File: src/rtl/f2f_out_packer.sv
// f2f_out_packer
//   Buffers DATAIN-bit result words in a small circular FIFO and serialises
//   each one MSB-first into DATAOUT-bit writes. The downstream `full` signal
//   throttles the writes. A word that arrives while the buffer is full, with
//   no pop in the same cycle, is dropped and sets the sticky `overflow` flag.
//
//   Optional feature: define F2F_PACK_CRC_EN to append one CRC-8 byte to
//   every word. The CRC uses poly 0x07, init 0, no reflection and no final
//   XOR, and covers the word's data bytes.
//
// Ports
//   clk       : clock, rising edge
//   rstn      : synchronous active-low reset
//   datain    : result word, valid with wren_in
//   wren_in   : one-cycle write strobe, one word per high cycle
//   full      : downstream byte FIFO full (back-pressure)
//   dataout   : output byte (registered, holds when wren=0)
//   wren      : output byte strobe (registered)
//   level     : words waiting in the buffer (excludes the word in the shifter)
//   overflow  : sticky drop flag, cleared only by reset
//   busy      : shifter loaded or buffer non-empty
module f2f_out_packer #(
  parameter int DATAIN  = 48,
  parameter int DATAOUT = 8,
  parameter int DEPTH   = 4
) (
  input  logic                     clk,
  input  logic                     rstn,
  input  logic [DATAIN-1:0]        datain,
  input  logic                     wren_in,
  input  logic                     full,
  output logic [DATAOUT-1:0]       dataout,
  output logic                     wren,
  output logic [$clog2(DEPTH):0]   level,
  output logic                     overflow,
  output logic                     busy
);

  localparam int AW = $clog2(DEPTH);
  localparam int N  = DATAIN / DATAOUT;
`ifdef F2F_PACK_CRC_EN
  localparam int LAST = N;      // the extra index carries the CRC byte
`else
  localparam int LAST = N - 1;
`endif
  localparam int CW = $clog2(N + 2);
  localparam logic [CW-1:0] LAST_CNT = CW'(LAST);

  typedef enum logic {IDLE, SHIFT} state_t;

  logic [DATAIN-1:0]  mem [DEPTH];
  logic [AW:0]        wptr_q, wptr_d, rptr_q, rptr_d;
  state_t             state_q;
  logic [DATAIN-1:0]  shift_q;
  logic [CW-1:0]      cnt_q;
  logic [DATAOUT-1:0] dataout_q;
  logic               wren_q;
  logic               ovf_q;
  logic               buf_empty, buf_full, last_byte, pop, push;
  logic [DATAOUT-1:0] cur_byte, out_byte;

`ifdef F2F_PACK_CRC_EN
  logic [DATAOUT-1:0] crc_q, crc_nxt;

  function automatic logic [DATAOUT-1:0] crc_upd(input logic [DATAOUT-1:0] c,
                                                 input logic [DATAOUT-1:0] b);
    logic [DATAOUT-1:0] r;
    r = c ^ b;
    for (int i = 0; i < DATAOUT; i++)
      r = r[DATAOUT-1] ? ((r << 1) ^ DATAOUT'(7)) : (r << 1);
    return r;
  endfunction
`endif

  always_comb begin
    buf_empty = (wptr_q == rptr_q);
    // Same slot, opposite wrap bit: the buffer holds DEPTH words.
    buf_full  = (wptr_q[AW] != rptr_q[AW]) && (wptr_q[AW-1:0] == rptr_q[AW-1:0]);
    last_byte = (state_q == SHIFT) && !full && (cnt_q == LAST_CNT);
    // Reload from the buffer when idle, or back-to-back on the last byte.
    pop       = !buf_empty && ((state_q == IDLE) || last_byte);
    // A push into a full buffer is accepted only if a pop frees a slot now.
    push      = wren_in && (!buf_full || pop);
    wptr_d    = wptr_q + {{AW{1'b0}}, push};
    rptr_d    = rptr_q + {{AW{1'b0}}, pop};
    cur_byte  = shift_q[DATAIN-1 -: DATAOUT];
`ifdef F2F_PACK_CRC_EN
    crc_nxt   = crc_upd(crc_q, cur_byte);
    out_byte  = (cnt_q == LAST_CNT) ? crc_q : cur_byte;
`else
    out_byte  = cur_byte;
`endif
  end

  // Buffer storage needs no reset; validity is tracked by the pointers.
  always_ff @(posedge clk) begin
    if (push) mem[wptr_q[AW-1:0]] <= datain;
  end

  always_ff @(posedge clk) begin
    if (!rstn) begin
      wptr_q    <= '0;
      rptr_q    <= '0;
      state_q   <= IDLE;
      shift_q   <= '0;
      cnt_q     <= '0;
      dataout_q <= '0;
      wren_q    <= 1'b0;
      ovf_q     <= 1'b0;
`ifdef F2F_PACK_CRC_EN
      crc_q     <= '0;
`endif
    end else begin
      wptr_q <= wptr_d;
      rptr_q <= rptr_d;
      if (wren_in && !push) ovf_q <= 1'b1;
      wren_q <= 1'b0;
      case (state_q)
        IDLE: begin
          if (pop) begin
            shift_q <= mem[rptr_q[AW-1:0]];
            cnt_q   <= '0;
`ifdef F2F_PACK_CRC_EN
            crc_q   <= '0;
`endif
            state_q <= SHIFT;
          end
        end
        SHIFT: begin
          // While full is high, the shifter, counter and CRC all hold.
          if (!full) begin
            wren_q    <= 1'b1;
            dataout_q <= out_byte;
            if (cnt_q == LAST_CNT) begin
              if (pop) begin
                shift_q <= mem[rptr_q[AW-1:0]];
                cnt_q   <= '0;
`ifdef F2F_PACK_CRC_EN
                crc_q   <= '0;
`endif
              end else begin
                state_q <= IDLE;
              end
            end else begin
              shift_q <= shift_q << DATAOUT;
              cnt_q   <= cnt_q + CW'(1);
`ifdef F2F_PACK_CRC_EN
              crc_q   <= crc_nxt;
`endif
            end
          end
        end
        default: state_q <= IDLE;
      endcase
    end
  end

  assign dataout  = dataout_q;
  assign wren     = wren_q;
  assign level    = wptr_q - rptr_q;
  assign overflow = ovf_q;
  assign busy     = (state_q == SHIFT) || !buf_empty;

endmodule

File: config.mk
export PLATFORM = sky130hd
export DESIGN_NAME = f2f_out_packer
export DESIGN_NICKNAME = d
export VERILOG_FILES = /design/src/rtl/f2f_out_packer.sv
export SDC_FILE = /design/constraint.sdc
export NUM_CORES = 1
export LEC_CHECK = 0
export ABC_CLOCK_PERIOD_IN_PS = 6400
export CORE_UTILIZATION = 30
export CTS_CLUSTER_SIZE = 8
export DETAILED_ROUTE_END_ITERATION = 10
export DONT_BUFFER_PORTS = 1
export GPL_ROUTABILITY_DRIVEN = 0
export PLACE_DENSITY = 0.52
export REMOVE_ABC_BUFFERS = 1
export SYNTH_ARGS = -nofsm -noshare
export SYNTH_HDL_FRONTEND = slang
export SYNTH_SLANG_ARGS = --single-unit
export TNS_END_PERCENT = 30
File: constraint.sdc
create_clock -name clk -period 6.4 [get_ports clk]
set_clock_uncertainty 0.1 [all_clocks]
set_input_delay 0.96 -clock clk [delete_from_list [all_inputs] [get_ports clk]]
set_output_delay 0.96 -clock clk [all_outputs]
set_load 0.03 [all_outputs]
## After elaboration in Yosys (flattened, before gate mapping)

Memory sizes are Yosys's and may differ from the RTL's. A register that Yosys moved wholly into a read port is not among the register bits.
Index checks and enable logic that the tools add are counted.

| storage, ports and cells | value |
|---|---|
| memories kept | 1 |
| bits in registers | 68 |
| RAM bits | 192 |
| word-level logic and storage cells | 51 |

| cells by class | value |
|---|---|
| add/subtract/negate cells | 4 |
| equality and inequality tests | 5 |
| bitwise operators | 2 |
| reductions and logical operators | 15 |
| multiplexer cells | 16 |

Memory list:

| memory | depth | width | read ports | clocked after Yosys merged registers in | write ports | line | text |
|---|---|---|---|---|---|---|---|
| mem | 4 | 48 | 1 | 1 | 1 | 51 | `logic [DATAIN-1:0] mem [DEPTH];` |

Operators with widths:

| operator | number |
|---|---|
| $mux 48 | 3 |
| $pmux 48 s2 | 1 |
| $mux 3 | 3 |
| $add 3x1->3 | 2 |
| $logic_and 1x1->1 | 6 |
| $mux 1 | 6 |
| $pmux 3 s2 | 1 |
| $logic_not 1->1 | 4 |
| $reduce_and 2->1 | 2 |
| $add 3x1->3 const B | 1 |
| $eq 3x3->1 | 1 |
| $eq 3x3->1 const B | 1 |
| $logic_or 1x1->1 | 3 |
| $sub 3x3->3 | 1 |
| $eq 2x2->1 | 1 |
| $mux 2 | 1 |
| $ne 2x2->1 const B | 1 |
| $not 1->1 | 2 |
| $pmux 1 s2 | 1 |
| $ne 1x1->1 | 1 |

## Longest topological paths before layout

Gate-level depths: netlist of run 1.

| logic depth | value |
|---|---|
| depth after elaboration | 9 |
| gate-level depth with buffers | 12 |

## Least setup slack after synthesis of run 1

Ideal clock, no wire load.

| timing | value |
|---|---|
| path type | flip-flop to flip-flop |
| from | reg rptr_q[1] |
| to | mem mem[0][0] (enable) |
| arrival time | 4771 ps |
| buffers on the path | 2 |
| clock period less this slack | 5384 ps |
| slack | 1016 ps |
| stages on the path, launching flop included | 9 |
| library setup time | 513 ps |
| cell sequence | dfxtp_1 > buf_2 > buf_2 > inv_1 > ha_1 > and2_1 > nand2_1 > o21ai_1 > nor3_1 |

| on the way | value |
|---|---|
| cells in the longest elaborated chain, start to end | 7 |
| elaborated cells on any way between the ends | 10 |
| those cells by class | eq/ne (2); mux (2); reduce/logical (6) |

RTL lines:

| what | line | text |
|---|---|---|
| start: declaration | 52 | `logic [AW:0] wptr_q, wptr_d, rptr_q, rptr_d;` |
| start signal: assignment | 115 | `rptr_q <= rptr_d;` |
| $eq 3x3->1 or $eq 2x2->1 (tied branches) | 76, 78 |  |
| $logic_not 1->1 or $logic_and 1x1->1 (tied branches) | 81, 78 |  |
| $logic_and 1x1->1 or $logic_not 1->1 (tied branches) | 81, 83 |  |
| $logic_or 1x1->1 (*) | 83 | `push = wren_in && (!buf_full \|\| pop);` |
| $logic_and 1x1->1 (*) | 83 |  |
| $mux 1 (*) | 97 | `if (push) mem[wptr_q[AW-1:0]] <= datain;` |
| $mux 1 (not written as such) (*) | 97 |  |
| end: declaration | 51 |  |

Every way passes the cells marked *; elsewhere a longest branch is shown, timed or not.

## Worst setup path in the final report of run 1

| timing | value |
|---|---|
| from | reg rptr_q[0] |
| to | reg rptr_q[2] |

| on the way | value |
|---|---|
| cells in the longest elaborated chain, start to end | 4 |

RTL lines:

| what | line | text |
|---|---|---|
| $eq 3x3->1 | 76 | `buf_empty = (wptr_q == rptr_q);` |
| $logic_not 1->1 | 81 | `pop = !buf_empty && ((state_q == IDLE) \|\| last_byte);` |
| $logic_and 1x1->1 | 81 |  |
| $add 3x1->3 (*) | 85 | `rptr_d = rptr_q + {{AW{1'b0}}, pop};` |

Marked as above.
A chain may end at the register's enable or synchronous reset.

==> flow_metrics.tcl, run 1 <==
set metrics [dict create \
    status "completed" \
    grt_pass1_vias 5225 \
    grt_max_degree 77 \
    drtIter0Drc 308 \
    ff2ff_setup_slack_ps 2330 \
    cts_setup_buffers 0 \
    numCtsBuffers 38 \
    vias 4909 \
    tightest_slew_ps 1190 \
    endpoint "rptr_q[2]" \
    worstReg2RegEnd "rptr_q[2]" \
    required_ps 6690 \
    cp_max_fo 50 \
    fmax_ghz 0.246 \
    netlist_top_cells_count "192 x edfxtp_1, 68 x dfxtp_1, 48 x mux4_2" \
    antenna_found_initial 0 \
    peakVddDrop_mv 0.184 \
    relSlewSlack 0.204 \
    fin_crit_ps 4070 \
    startpoint_type "flip-flop" \
    rr_worst_depth 8 \
    synth_compound_area_frac 0.0675 \
    wl_um 19400 \
    synth-edff-count 192 \
    yosys.area.top_type "edfxtp_1" \
    tritoncts "built" \
    synth-simple-area-share 0.0450 \
    crit_family "flip-flops" \
    final_util 0.354 \
    worst_hold_slack_ps 351 \
    drtAntennaViolNets 0 \
    cts_num_sinks 260 \
    crit_cells 8 \
    rsz0062_at_grt "no" \
    holdCritPathClass "reg2reg" \
    cp.buffers_inverters 1 \
    dieArea_mm2 0.0329 \
    p_leak_nw 3.61 \
    drv_cap 0 \
    period_share 0.636 \
    antennaDiodeCount 0 \
    postPlaceCellArea_mm2 0.0101 \
    pin_count 66 \
    clk_path_buf_depth 3 \
    ys.flop_type "edfxtp_1" \
    track_usage 0.122 \
    startpoint "rptr_q[0]" \
    worst_ep_arrival_time_ps 4360 \
    synthMuxAreaShare 0.112 \
    finalMaxSlewViolations 0 \
    yosys.cell_types.count 35 \
    avgSynthCellArea_um2 16.9 \
    path_clk_slew_ps 50 \
    cpMostUsedCell "ha_1" \
    nets 647 \
    overflow 0 \
    htreeDepth 2 \
    hold_buffers 0 \
    syn_area_mm2 0.00966 \
    ys_seq_elements 260 \
    grt_pass1_wl_um 30400 \
    syn_inst 573 \
    end_kind "flip-flop" \
    firstDrtPassIters 4 \
    r2r-start "rptr_q[0]" \
    finalSetupViolCount 0 \
    p_per_area_mw_per_mm2 444 \
    fill_cells 2963 \
    cts_resized 0 \
    p_total_mw 4.97 \
    die_h_um 181 \
    layout-drive-gt1-share 0.169 \
    cts_root_buf "clkbuf_16" \
    path_cells "ha_1 > nand2_1 > o2bb2ai_4 > clkinv_1 > ha_1 > ha_1 > xor2_1 > and2_1" \
    drc 0 \
    wire_per_inst_um 19.0 \
    finalNonFillerCells 1017 \
    slowest_stage "dfxtp_4" \
    synth_xor_xnor_area_share 0.00441 \
    fin_area_mm2 0.0112 \
    synth_top_area_share 0.597 \
    synth_warnings 0 \
    path_class "reg2reg" \
    synth_top_family_by_area "multiplexers" \
    synth-adder-area-share 0.0124 \
    hold_violations 0 \
    viasPerCell 4.83 \
    rows 65 \
    synthArstFlopShare 0 \
    core_mm2 0.0316 \
    hpwl_um 10700 \
    area_growth_syn_to_layout_pct 15.9 \
    dp.cells 948 \
    initial_utilization 0.305 \
    ys_seq_area_frac 0.738 \
    synth_area_leaders "edfxtp_1 60%, dfxtp_1 14%, mux4_2 11%" \
    port_buffers 0 \
    worst_skew_pair.late_latency_ps 510 \
    slowest_delay_ps 1050 \
    die_w_um 181 \
    yosysMostFrequentCell "edfxtp_1" \
]
[cell usage in the layout (no fill, tap or decap), types with 3 or more instances in the layout]
cell type	count
mux4_2	48
nor2_1	42
and2_1	8
o22ai_1	40
o21ai_0	43
clkbuf_1	28
clkbuf_16	40
a21oi_1	4
o21ai_1	7
dfxtp_1	66
buf_4	6
inv_1	8
edfxtp_1	192
a21boi_0	10
nand2_1	31
ha_1	8
xor2_1	3
nand3_1	8
[layer usage]
| layer | routed length [um] | track usage |
|---|---|---|
| met2 | 9340 | 0.196 |
| met1 | 8050 | 0.151 |
| met5 | 0 | 0 |
| met4 | 405 | 0.0434 |
| met3 | 1550 | 0.0429 |
[sequential cells by signal, summed over array words and instances, names as in the netlist, 3 cells and up]
signal,flops
mem,192
shift_q,48
dataout,8
cnt_q,3
rptr_q,3
wptr_q,3
[area by class of cell]
| type | instances | area (um^2) | area share |
|---|---|---|---|
| Sequential cell | 260 | 7130 | 0.637 |
| Multi-Input combinational cell | 271 | 2370 | 0.211 |
| Clock buffer | 68 | 1110 | 0.0988 |
| Tap cell | 402 | 503 | 0.0449 |
| Timing Repair Buffer | 6 | 45.0 | 0.00402 |
| Inverter | 9 | 33.8 | 0.00302 |
| Clock inverter | 1 | 8.76 | 0.000782 |
[through the flow]
stage	TNS, ps	setup WS (ps)
6_report	0	2330
5_1_grt	0	1950
2_1_floorplan	-40940	-426
3_5_place_dp	0	2270
3_3_place_gp	0	2310
4_1_cts	0	2260
[power breakdown]
part	internal, mW	switching, mW
logic	0.422	0.480
registers	2.04	0.201
clock network	1.16	0.672
[worst reg2reg max path: stages (launching register included)]
cell	delay, ps
dfxtp_4	1050
ha_1	290
nand2_1	170
o2bb2ai_4	930
clkinv_1	590
ha_1	350
ha_1	190
xor2_1	140
and2_1	160
[worst min-delay path by stage]
stage | start | to | slack [ps] | depth (start not counted)
detailed placement | shift_q[1] | shift_q[1] | 340 | 2
CTS | shift_q[3] | shift_q[3] | 350 | 2
global placement | shift_q[6] | shift_q[6] | 330 | 2
global route | shift_q[4] | shift_q[4] | 370 | 2
finish | shift_q[1] | shift_q[1] | 350 | 2
floorplan | shift_q[1] | shift_q[1] | 330 | 2
[cells by family after synthesis]
group / after synthesis
AO/OA/AOI/OAI: 109
XOR/XNOR: 4
flip-flops: 260
AND/OR/NAND/NOR: 101
adder cells (fa/ha/maj): 9
buffers and inverters: 42
multiplexers: 48
No activity file was read; power rests on OpenSTA's default activity.
==> inputs of run 2 (changes only) <==
--- a/config.mk
+++ b/config.mk
@@ -5,7 +5,7 @@
 export SDC_FILE = /design/constraint.sdc
 export NUM_CORES = 1
 export LEC_CHECK = 0
-export ABC_CLOCK_PERIOD_IN_PS = 6400
+export ABC_CLOCK_PERIOD_IN_PS = 4200
 export CORE_UTILIZATION = 30
 export CTS_CLUSTER_SIZE = 8
 export DETAILED_ROUTE_END_ITERATION = 10
==> constraint.sdc (replaced) <==
create_clock -name clk -period 4.2 [get_ports clk]
set_clock_uncertainty 0.1 [all_clocks]
set_input_delay 0.63 -clock clk [delete_from_list [all_inputs] [get_ports clk]]
set_output_delay 0.63 -clock clk [all_outputs]
set_load 0.03 [all_outputs]
==> run 2 against run 1 <==
Against the previous run: clock power increased by 51%; count of clock-buffer cells in the layout is 3 lower; flip-flop and latch count unchanged; largest power group unchanged; non-clock buffer count up 4; first-iteration DRC count rose by 7.1%; total power up 53%; via count is 1.1% higher; critical path type is now reg2out; routed wire length increased by 4.2%; sequential power up 47%; register-to-register slack worse by 990 ps; setup slack worse by 1200 ps.
==> flow_metrics.tcl, run 2 (synthesis results as in run 1) <==
set metrics [dict create \
    numCtsBuffers 38 \
    firstDrtPassIters 4 \
    worst_ep_arrival_time_ps 2330 \
    viasPerCell 4.88 \
    port_buffers 0 \
    clk_path_buf_depth 3 \
    finalSetupViolCount 0 \
    die_w_um 181 \
    worstReg2RegEnd "mem[1][47]" \
    cts_root_buf "clkbuf_16" \
    min_delay_path_depth 0 \
    path_class "reg2out" \
    clockPowerShare 0.364 \
    dp.cells 952 \
    p_per_area_mw_per_mm2 677 \
    drtAntennaViolNets 0 \
    status "completed" \
    hold_buffers 0 \
    grt_max_degree 77 \
    period_share 0.730 \
    finalMaxSlewViolations 0 \
    postPlaceCellArea_mm2 0.0101 \
    cts_resized 0 \
    rows 65 \
    htreeDepth 2 \
    antenna_found_initial 0 \
    slowest_stage "buf_4" \
    area_growth_syn_to_layout_pct 16.0 \
    fill_cells 2935 \
    worstHoldStart "datain[32]" \
    required_ps 3470 \
    p_comb_frac 0.203 \
    hpwl_um 11100 \
    finalNonFillerCells 1018 \
    fin_area_mm2 0.0112 \
    drv_cap 0 \
    grt_pass1_vias 5304 \
    path_cells "buf_4 > fa_1 > xor2_1" \
    largest_reg_flops 192 \
    startpoint_type "flip-flop" \
    end_kind "output pin" \
    nets 651 \
    mostFrequentLayoutCells "192 x edfxtp_1, 66 x dfxtp_1, 48 x mux4_2" \
    die_h_um 181 \
    p_leak_nw 3.62 \
    fin_ws_ps 1140 \
    relSlewSlack 0.302 \
    cp.buffers_inverters 1 \
    wl_um 20200 \
    intPower_mw 5.50 \
    r2r-start "wptr_q[0]" \
    ff2ff_setup_slack_ps 1340 \
    final_util 0.354 \
    layout-drive-gt1-share 0.175 \
    fmax_ghz 0.326 \
    layout_commonest_cell "edfxtp_1" \
    drtIter0Drc 330 \
    p_seq_frac 0.433 \
    cts_setup_buffers 0 \
    cts_num_sinks 260 \
    crit_family "buffers and inverters" \
    fin_crit_ps 3060 \
    core_mm2 0.0316 \
    multi_input_area_mm2 0.00237 \
    peakVddDrop_mv 0.378 \
    wire_per_inst_um 19.8 \
    hold_violations 0 \
    regArea_mm2 0.00713 \
    dpl_worst_slack_ps 1290 \
    track_usage 0.126 \
    overflow 0 \
    tightest_slew_ps 1050 \
    crit_cells 3 \
    slowest_delay_ps 630 \
    rr_worst_depth 9 \
    rsz0062_at_grt "no" \
    cp_max_fo 50 \
    initial_utilization 0.305 \
    vias 4963 \
    antennaDiodeCount 0 \
    holdCritPathClass "in2reg" \
    whs_endpoint "mem[1][32]" \
    p_sw_mw 2.09 \
    pin_count 66 \
    worst_skew_pair.late_latency_ps 500 \
    switching_share 0.275 \
    setup_tns_ps 0 \
    drc 0 \
    path_clk_slew_ps 50 \
    tritoncts "built" \
    dieArea_mm2 0.0329 \
    grt_pass1_wl_um 31700 \
]
-- run 2: worst max-delay path by stage --
stage,start,to
floorplan,rptr_q[0],mem[0][0]
global placement,wptr_q[0],mem[3][21]
detailed placement,wptr_q[0],mem[3][21]
CTS,rptr_q[1],level[2]
global route,rptr_q[1],level[2]
finish,rptr_q[1],level[2]
-- run 2: through the flow --
stage,hold slack (ps),total power [mW]
floorplan,325,4.48
global placement,334,4.87
detailed placement,339,4.90
CTS,95.5,7.70
global route,96.3,7.99
finish,121,7.59
-- run 2: layout make-up --
cell class | count | area share
Tap cell | 402 | 0.0449
Timing Repair Buffer | 10 | 0.00670
Inverter | 9 | 0.00302
Sequential cell | 260 | 0.637
Clock buffer | 65 | 0.0967
Multi-Input combinational cell | 271 | 0.211
Clock inverter | 1 | 0.000782
-- run 2: worst register-to-register path: stages (launching register included) --
cell	delay, ps
dfxtp_1	410
inv_1	70
ha_1	330
and2_1	150
nand2_1	80
o21ai_1	120
inv_1	100
nand2_1	140
nor2_4	630
buf_4	400
-- run 2: power by group through the flow --
| stage | combinational, mW | sequential [mW] | clock [mW] |
|---|---|---|---|
| final | 1.54 | 3.29 | 2.76 |
| after global routing | 1.72 | 3.32 | 2.95 |
| after CTS | 1.58 | 3.29 | 2.84 |
| after detailed placement | 1.57 | 3.33 | 0 |
| after global placement | 1.55 | 3.32 | 0 |
| after floorplan | 1.08 | 3.41 | 0 |
-- run 2: routing by layer --
layer	vias up	part of all wire	track usage
met5	-	0	0
met4	0	0.020	0.0386
met3	39	0.079	0.0463
met2	124	0.47	0.205
met1	2531	0.43	0.157
li1	2269	-	-
==> inputs of run 3 (changes only) <==
--- a/config.mk
+++ b/config.mk
@@ -5,13 +5,13 @@
 export SDC_FILE = /design/constraint.sdc
 export NUM_CORES = 1
 export LEC_CHECK = 0
-export ABC_CLOCK_PERIOD_IN_PS = 4200
+export ABC_CLOCK_PERIOD_IN_PS = 2600
 export CORE_UTILIZATION = 30
 export CTS_CLUSTER_SIZE = 8
 export DETAILED_ROUTE_END_ITERATION = 10
 export DONT_BUFFER_PORTS = 1
 export GPL_ROUTABILITY_DRIVEN = 0
-export PLACE_DENSITY = 0.52
+export PLACE_DENSITY = 0.53
 export REMOVE_ABC_BUFFERS = 1
 export SYNTH_ARGS = -nofsm -noshare
 export SYNTH_HDL_FRONTEND = slang
==> constraint.sdc (replaced) <==
create_clock -name clk -period 2.6 [get_ports clk]
set_clock_uncertainty 0.1 [all_clocks]
set_input_delay 0.39 -clock clk [delete_from_list [all_inputs] [get_ports clk]]
set_output_delay 0.39 -clock clk [all_outputs]
set_load 0.03 [all_outputs]
==> run 3 against run 2 <==
Against the previous run: flip-flop and latch count is the same; core utilization is 2.0 points higher; via count is 3.1% higher; non-clock buffer count grew 52; global-route usage fell by 0.39 points.
==> flow_metrics.tcl, run 3 (synthesis results as in run 1) <==
set metrics [dict create \
    period_share 0.951 \
    p_leak_nw 3.87 \
    viasPerCell 4.76 \
    grt_pass1_vias 5545 \
    finalSetupViolCount 0 \
    overflow 0 \
    fin_area_mm2 0.0118 \
    relSlewSlack 0.579 \
    path_clk_slew_ps 50 \
    drtAntennaViolNets 0 \
    rr_worst_depth 9 \
    hpwl_um 10800 \
    largest_reg_flops 192 \
    worst_hold_slack_ps 80.0 \
    layout-drive-gt1-share 0.167 \
    fmax_ghz 0.405 \
    htreeDepth 2 \
    layout_commonest_cell "edfxtp_1" \
    die_h_um 181 \
    grt_pass1_wl_um 31100 \
    firstDrtPassIters 4 \
    nets 703 \
    grt_max_degree 77 \
    cts_setup_buffers 0 \
    die_w_um 181 \
    dpl_worst_slack_ps 301 \
    drtIter0Drc 311 \
    drv_cap 0 \
    cts_num_sinks 260 \
    regArea_mm2 0.00713 \
    multi_input_area_mm2 0.00237 \
    wire_per_inst_um 18.5 \
    tritoncts "built" \
    vias 5119 \
    min_delay_path_depth 3 \
    pin_count 66 \
    fill_cells 2871 \
    rsz0062_at_grt "no" \
    status "completed" \
    area_growth_syn_to_layout_pct 22.4 \
    end_kind "output pin" \
    core_mm2 0.0316 \
    initial_utilization 0.305 \
    drc 0 \
    finalMaxSlewViolations 0 \
    worst_ep_arrival_time_ps 1980 \
    fin_ws_ps 128 \
    mostFrequentLayoutCells "192 x edfxtp_1, 66 x dfxtp_1, 48 x mux4_2, 48 x dlygate4sd3_1, 43 x o21ai_0" \
    required_ps 2110 \
    numCtsBuffers 38 \
    wl_um 19800 \
    holdCritPathClass "in2reg" \
    postPlaceCellArea_mm2 0.0102 \
    fin_crit_ps 2470 \
    track_usage 0.122 \
    path_class "reg2out" \
    clk_path_buf_depth 3 \
    port_buffers 0 \
    cts_root_buf "clkbuf_16" \
    antenna_found_initial 2 \
    cp_max_fo 5 \
    worst_skew_pair.late_latency_ps 500 \
    hold_violations 0 \
    tightest_slew_ps 632 \
    rows 65 \
    dieArea_mm2 0.0329 \
    p_per_area_mw_per_mm2 1050 \
    startpoint_type "flip-flop" \
    peakVddDrop_mv 0.449 \
]
==> run 3: timing repair <==
action / 4_1_cts / 5_1_grt
resized for setup: 0 / 0
endpoints found under the hold margin: 260 / 0
hold buffers: 49 / 0
==> run 3: worst max-delay path, cell delays in order (launching register included) <==
cell and delay (ps):
dfxtp_1 460, inv_1 170, fa_1 470, xor2_1 200, buf_4 190
==> run 3: final timing paths <==
kind | slack [ps] | end | from
worst max-delay path | 130 | level[2] | wptr_q[1]
worst min-delay path | 80 | overflow | wren_in
worst max register to register | 300 | mem[3][16] | wptr_q[0]
worst min register to register | 340 | shift_q[6] | shift_q[6]
==> run 3: layout make-up <==
| class | instances | share of cell area |
|---|---|---|
| sequential | 260 | 0.603 |
| multi-input combinational | 271 | 0.200 |
| clock buffer | 68 | 0.0935 |
| timing repair buffer | 62 | 0.0565 |
| tap | 402 | 0.0425 |
| inverter | 9 | 0.00286 |
| clock inverter | 1 | 0.000741 |
| antenna | 2 | 0.000423 |
==> run 3: power by group <==
part	leakage, nW	switching (mW)	internal (mW)
clock network	0.531	1.65	2.85
logic	1.02	1.48	1.17
registers	2.33	0.291	5.02
==> run 3: layer usage <==
layer / GRT usage / vias to the layer above / wire (um)
met4: 0.0403 / 0 / 392
met5: 0 / - / 0
met1: 0.155 / 2596 / 8990
met2: 0.204 / 106 / 9560
met3: 0.0313 / 39 / 901
li1: - / 2378 / -
==> run 3: stage by stage <==
stage               power, mW   util  cells  setup TNS (ps)
global placement         7.92  0.322    955               0
CTS                      12.6  0.374   1073               0
floorplan                7.24      -    540         -777920
detailed placement       7.98  0.322    955               0
global route             13.1  0.374   1073               0
finish                   12.5  0.374   1075               0
